File: config.mk
export PLATFORM = sky130hd
export DESIGN_NAME = arbitro_destino
export DESIGN_NICKNAME = d
export VERILOG_FILES = /design/src/rtl/arbitro_destino.sv
export SDC_FILE = /design/constraint.sdc
export NUM_CORES = 1
export LEC_CHECK = 0
export CORE_ASPECT_RATIO = 1.5
export CORE_MARGIN = 4
export CORE_UTILIZATION = 45
export DETAILED_ROUTE_END_ITERATION = 12
export PLACE_DENSITY = 0.8
export SLEW_MARGIN = 20
export SYNTH_ARGS = -nofsm -noshare
export SYNTH_HDL_FRONTEND = slang
export SYNTH_SLANG_ARGS = --single-unit
File: constraint.sdc
create_clock -name clk -period 2.86 [get_ports clk]
set_input_delay 0.572 -clock clk [delete_from_list [all_inputs] [get_ports clk]]
set_output_delay 0.572 -clock clk [all_outputs]
set_load 0.02 [all_outputs]
File: src/rtl/arbitro_destino.sv
// ============================================================================
// Module   : arbitro_destino
// Brief    : Drains the intermediate FIFO one word at a time and routes each
//            word to one of four output FIFOs by its destination field.
// Revision : 1.0 - initial release
// ============================================================================
`default_nettype none

module arbitro_destino #(
    parameter int DATA_WIDTH = 6,
    parameter int DEST_LSB   = 4,
    parameter int CNT_WIDTH  = 5
) (
    input  logic                  clk,
    input  logic                  reset_L,
    input  logic [3:0]            state,
    input  logic                  empty_in,
    input  logic [DATA_WIDTH-1:0] data_in,
    input  logic                  almost_full0,
    input  logic                  almost_full1,
    input  logic                  almost_full2,
    input  logic                  almost_full3,
    output logic                  pop,
    output logic                  push0,
    output logic                  push1,
    output logic                  push2,
    output logic                  push3,
    output logic [DATA_WIDTH-1:0] data_out,
    output logic [CNT_WIDTH-1:0]  cnt0,
    output logic [CNT_WIDTH-1:0]  cnt1,
    output logic [CNT_WIDTH-1:0]  cnt2,
    output logic [CNT_WIDTH-1:0]  cnt3,
    output logic                  busy
);

    localparam logic [3:0] GLOBAL_ACTIVE = 4'b1000;
    localparam int         NUM_DEST      = 4;

    typedef enum logic [3:0] {
        S_IDLE    = 4'b0001,
        S_FETCH   = 4'b0010,
        S_CAPTURE = 4'b0100,
        S_SEND    = 4'b1000
    } fsm_t;

    fsm_t                  fsm_q, fsm_d;
    logic [DATA_WIDTH-1:0] hold_q, hold_d;
    logic [1:0]            dest_q, dest_d;
    logic [CNT_WIDTH-1:0]  cnt_q [NUM_DEST];
    logic [CNT_WIDTH-1:0]  cnt_d [NUM_DEST];
    logic [NUM_DEST-1:0]   push_vec;
    logic [NUM_DEST-1:0]   almost_full_vec;
    logic                  can_fetch;

    assign almost_full_vec = {almost_full3, almost_full2, almost_full1, almost_full0};

    // The emptiness check is made the cycle before the pop, so pop itself
    // depends on the FSM state alone.
    assign can_fetch = (state == GLOBAL_ACTIVE) && !empty_in;

    always_comb begin
        fsm_d    = fsm_q;
        hold_d   = hold_q;
        dest_d   = dest_q;
        push_vec = '0;
        for (int i = 0; i < NUM_DEST; i++) begin
            cnt_d[i] = cnt_q[i];
        end

        case (fsm_q)
            S_IDLE: begin
                if (can_fetch) begin
                    fsm_d = S_FETCH;
                end
            end
            S_FETCH: begin
                fsm_d = S_CAPTURE;
            end
            S_CAPTURE: begin
                hold_d = data_in;
                dest_d = data_in[DEST_LSB+1:DEST_LSB];
                fsm_d  = S_SEND;
            end
            S_SEND: begin
                // Only the addressed FIFO's almost_full can stall delivery.
                if (!almost_full_vec[dest_q]) begin
                    push_vec[dest_q] = 1'b1;
                    cnt_d[dest_q]    = cnt_q[dest_q] + CNT_WIDTH'(1);
                    fsm_d            = can_fetch ? S_FETCH : S_IDLE;
                end
            end
            default: begin
                fsm_d = S_IDLE;
            end
        endcase
    end

    always_ff @(posedge clk or negedge reset_L) begin
        if (!reset_L) begin
            fsm_q  <= S_IDLE;
            hold_q <= '0;
            dest_q <= '0;
            for (int i = 0; i < NUM_DEST; i++) begin
                cnt_q[i] <= '0;
            end
        end else begin
            fsm_q  <= fsm_d;
            hold_q <= hold_d;
            dest_q <= dest_d;
            for (int i = 0; i < NUM_DEST; i++) begin
                cnt_q[i] <= cnt_d[i];
            end
        end
    end

    // The hold register is what the output FIFOs see, so data_out stays
    // stable through a stall and keeps the last word after delivery.
    assign data_out = hold_q;
    assign pop      = (fsm_q == S_FETCH);
    assign busy     = (fsm_q != S_IDLE);
    assign push0    = push_vec[0];
    assign push1    = push_vec[1];
    assign push2    = push_vec[2];
    assign push3    = push_vec[3];
    assign cnt0     = cnt_q[0];
    assign cnt1     = cnt_q[1];
    assign cnt2     = cnt_q[2];
    assign cnt3     = cnt_q[3];

endmodule

`default_nettype wire

# After elaboration in Yosys (flattened, before gate mapping)
# Cells that the tools add are included.
# totals
regBits	32
out_inout_bits	32
word_cells	44
# classes
add_sub_neg	1
order_cmp	4
n_eq_ne	8
muxes	16
bitwise	2
n_reduce_logical	6
# op_table
op	n
bitwise mux 20 bit	1
2-to-1 mux 4 bit	4
case mux 4 bit (4 select lines)	1
2-to-1 mux 5 bit	3
binary-select mux 5 bit (select 2 bit)	1
demux 5 bit (select 2 bit)	1
equality test 4 bit, second input constant	2
adder 5 x 1 -> 5 bit, second input constant	1
equality test 4 x 1 -> 1 bit, second input constant	1
equality test 4 x 2 -> 1 bit, second input constant	1
equality test 4 x 3 -> 1 bit, second input constant	1
inequality test 2 bit, second input constant	2
inequality test 4 x 1 -> 1 bit, second input constant	1
AND reduction 2 bit	2
>= comparator 3 bit, second input constant	1
logical AND 1 bit	3
< comparator 2 x 3 -> 1 bit, second input constant	1
< comparator 3 x 1 -> 1 bit, second input constant	1
inverter 2 -> 3 bit	1
binary-select mux 1 bit (select 2 bit)	1
demux 1 bit (select 2 bit)	1
>= comparator 2 x 1 -> 1 bit, second input constant	1
2-to-1 mux 1 bit	2
2-to-1 mux 2 bit	1
2 further kinds	2

# Longest topological paths before layout
# depth
depth_word	6
ltp_mapped	6

# Least setup slack after synthesis
# OpenSTA, ideal clock, no wires.
# synth_timing
kind	register to register
start	register, netlist name data_out[4]
end	register cnt_q (netlist bit cnt0[4])
setup_ps	156
arrival_ps	1918
setup_slack_ps	786
path_stages_with_launch	7
n_path_buf	1
synth_period_minus_slack_ps	2074
path_cell_list	dfrtp_1 > buf_2 > mux4_2 > ha_1 > nand3_1 > xor2_1 > a21oi_1
# synth_lines
item	line	rtl
end signal, assigned by index	111	cnt_q[i] <= cnt_d[i];
end, declared	49	logic [CNT_WIDTH-1:0] cnt_q [NUM_DEST];

# Final worst setup path
# layout_timing
start	register fsm_q[1]
end	output push0
# layout_via
elab_chain_cells	2
# layout_lines
item	line	rtl
start, declared	46	fsm_t fsm_q, fsm_d;
start signal, assigned	107	fsm_q <= fsm_d;
equality test 4 bit	70	case (fsm_q)
2-to-1 mux 4 bit	70	
end, declared	24	output logic push0,
# Every way passes these cells.

==> summary.txt <==
Pwr
  • Combinational share of power: 0.047
  • Share of total power in sequential cells: 0.524
  • Cell leakage power: 0.8877 nW
  • Proportion of power drawn by the clock network: 0.428
  • Peak supply drop: 0.0004304 V
  • Internal Power: 0.6425 mW
  • Post-route total power: approximately 0.81 mW
  • Net Sw Frac: 0.2096
  • Power Dens Cells: 396.2 nW/um2
  • Sw power: 0.1704 mW

Setup path
  • Reg2reg path depth: 5
  • Slowest stage cell on the critical path: clkdlybuf4s50_1
  • Kind of capture point of the worst setup path: output port
  • Worst-path maximum fanout: 7
  • Critical path data required time: about 2.3 ns
  • Cell depth of the worst setup path: 4
  • Critical Path Max Stage Delay: about 0.66 ns
  • Worst endpoint data arrival time: 2.14 ns
  • Library cell appearing most often on the critical path: nor4b_4
  • Crit start category: flip-flop
  • Critical path class: reg -> out
  • Count of buffering cells on the critical path with inverters included: 2
  • Crit-path cells: nor4b_4 -> buf_4 -> nor4b_4 -> clkdlybuf4s50_1
  • Top cell family by delay on the critical path: buffers and inverters

Detailed routing
  • Starting DRC count in detailed routing: 21
  • Residual DRC count: 0
  • Routed vias: between 1,000 and 1,500
  • Detail Route Antenna Nets: 0
  • Detailed-routing iteration count for the pre-antenna-repair pass: 4
  • WL met3: ~240 um
  • Met1 layer wirelength in the final routing: 1351 um
  • Final WL: between 3000 and 4000 um
  • Avg Vias per Cell: 5.344
  • Detail Route met2 WL: ~1900 um
  • WL/cell: 17.24 um
  • DR top layer: met4

Timing
  • Fmax achieved: 368.9 MHz
  • Final setup fails: 0
  • Final slew viol count: 0
  • Relative slew slack: 0.4059
  • Final clock period utilization by the worst path: 0.9479
  • Clock skew after layout: between 0.006 and 0.007 ns
  • Unrepaired setup endpoints after global routing: false
  • Setup ws final: ~0.15 ns
  • TNS Setup: 0 ns
  • Endpoints failing hold: 0
  • Tmin final: 2.711 ns
  • Worst Max-Slew Pin Slew: 0.8888 ns

Final layout
  • Most common cell after layout, fill and taps aside: clkdlybuf4s50_1
  • Highest-count cells in the layout ignoring fill and taps: clkdlybuf4s50_1 (48), dfrtp_1 (29), nor2_1 (10), o21ai_0 (10)
  • Syn-to-layout area delta: 48.82%
  • Ratio of cells with drive above 1 in the final layout: 0.2059
  • Final Instance Count excl. Fillers: 209
  • Final core utilization: 0.7045
  • Nets: roughly 190
  • Diodes inserted: 0
  • Count of filler cells inserted in the layout: approximately 220

Placed design
  • Cell count after placement: ~200
  • Setup Slack @ Placement: 0.2235 ns
  • Weighted congestion reported at the end of routability-driven placement: 0.8625
  • Total of buffers placed on input and output ports: 48
  • Final HPWL from detailed placement: 2658 um

Clocking
  • Post-CTS clock slew at the launch and capture registers of the worst setup and hold paths: 0.06 ns
  • Cts bufs inserted: 5
  • Maximum number of buffers from clock root to sink: 2
  • Clock latency of the later-clocked register in the worst-skew pair: approximately 0.28 ns
  • CTS H-tree lvls: 2
  • # clock sinks: 30
  • TritonCTS clock tree: yes
  • Clock root buffer: clkbuf_8

Logic synthesis
  • Synthesized netlist cell count: 109
  • Post-synthesis compound-gate area fraction: 0.07441
  • Mean cell area of the mapped netlist: approximately 13 um2
  • Synthesis warning total: 0
  • Dominant combinational cell family by area after synthesis: multiplexers
  • Xor/xnor share of the synthesized area: 0.01906
  • Sequential area share after synthesis: 0.5454
  • Adder-cell share of the synthesized area: 0.009074
  • Post-Syn Nets: 127
  • Area share of and/or/nand/nor cells after synthesis: 0.1543
  • Fraction of post-synthesis cell area in the top cell type by area: 0.5263
  • Multiplexer share of the synthesized area: 0.1797
  • Area of the mapped netlist: 1379 um2
  • Synth area leaders: dfrtp_1 (53%), mux4_2 (9.8%), mux2_2 (7.4%), o21ai_0 (3.6%), nor4b_4 (3.4%)
  • Library cells used by synthesis: 25
  • Largest area contributor in the netlist: dfrtp_1
  • Total of flip-flops plus latches after synthesis: 30

Run status
  • Outcome: complete, no violations

Worst hold path
  • Worst min-delay path category: reg -> reg
  • Worst hold path depth: 1

Global routing
  • Global-route wire length before repair: 5637 um
  • Initial antenna violation count: 0
  • Largest net degree at the start of global routing: 31
  • GRT Util Overall: 0.2016
  • Grt total ovfl: 0
  • Via count of the first global-routing pass: 1,183

Die
  • Overall die width: between 50 and 60 um
  • Num ports: around 50
  • Initial cell density of the core: 0.4734
  • Die area: 4032 um2
  • Site Rows: 24
  • Placeable core region: 2913 um2
  • Die Span Y: 75.80 um

Run
  • Max Cap Violations: 0
## power by group through the flow
stage	sequential [mW]	combinational [mW]	clock (mW)
after floorplan	0.434	0.00492	0
after global placement	0.434	0.0383	0
after detailed placement	0.434	0.0388	0
after CTS	0.426	0.0391	0.356
after global routing	0.426	0.0419	0.376
final	0.426	0.0385	0.348
## through the flow
| stage | hold slack [ns] | cell area [um2] |
|---|---|---|
| finish | 0.5056 | 2052 |
| global route | 0.5217 | 2052 |
| CTS | 0.5092 | 2046 |
| detailed placement | 0.4946 | 1954 |
| global placement | 0.4846 | 1954 |
| floorplan | 0.2764 | 1379 |
## repair_timing
action / CTS / global route
hold buffers: 0 / 0
setup endpoints to repair: 0 / 1
gates resized for setup: 0 / 1
buffers inserted: 0 / 0
## area by class of cell
| type | count | area [um2] | area share |
|---|---|---|---|
| flip-flops and latches | 30 | 752.0 | 0.3665 |
| multi-input cells | 73 | 608.1 | 0.2963 |
| repair buffers | 56 | 540.5 | 0.2634 |
| clock buffers | 7 | 86.33 | 0.04207 |
| well taps | 39 | 48.80 | 0.02378 |
| inverters | 3 | 11.26 | 0.005488 |
| clock inverters | 1 | 5.005 | 0.002439 |
## synthesized netlist by cell type
library cell / count
clkbuf_1: 1
buf_2: 2
nand2_1: 9
o21ai_0: 10
nor4_1: 1
nand2b_1: 1
and3_1: 1
mux4_2: 6
dfrtp_1: 29
a21o_1: 1
dfstp_2: 1
inv_1: 3
nor4b_2: 1
nand3_1: 3
nor4b_4: 2
ha_1: 1
xor2_1: 2
nor4bb_1: 1
mux2_1: 1
nor2_1: 10
nand4b_1: 1
nor4b_1: 3
mux2_2: 9
xnor2_1: 1
a21oi_1: 9
## registers in the layout, summed over array words and instances (netlist names)
register  cells
cnt0          5
cnt1          5
cnt2          5
cnt3          5
data_out      6
fsm_q         4
## path summary, 6_finish.rpt
check,start,endpoint,slack [ns]
worst max register to register,data_out[4]$_DFFE_PN0P_,cnt2[2]$_DFFE_PN0P_,0.75
worst min-delay path,data_out[0]$_DFFE_PN0P_,data_out[0]$_DFFE_PN0P_,0.51
min in group asynchronous,reset_L,cnt0[1]$_DFFE_PN0P_,0.67
worst max-delay path,fsm_q[1]$_DFFE_PN0P_,push0,0.15
max in group asynchronous,reset_L,fsm_q[0]$_DFFE_PN1P_,1.88
worst min register to register,data_out[0]$_DFFE_PN0P_,data_out[0]$_DFFE_PN0P_,0.51
## per-layer routing
metal,vias up,track usage
met5,-,0
met4,0,0.1136
met3,7,0.07828
met2,43,0.3384
met1,549,0.2137
li1,518,-
## kinds of logic (layout without fill, tap and decap cells)
family	count (synthesis)	count (layout)
buffers and inverters	6	67
adders and majority gates	1	1
DFF	30	30
muxes	16	16
and+or+nand+nor	33	33
xor gates and xnor gates	3	3
AOI/OAI and AO/OA	20	20
(Power assumes the default switching activity.)
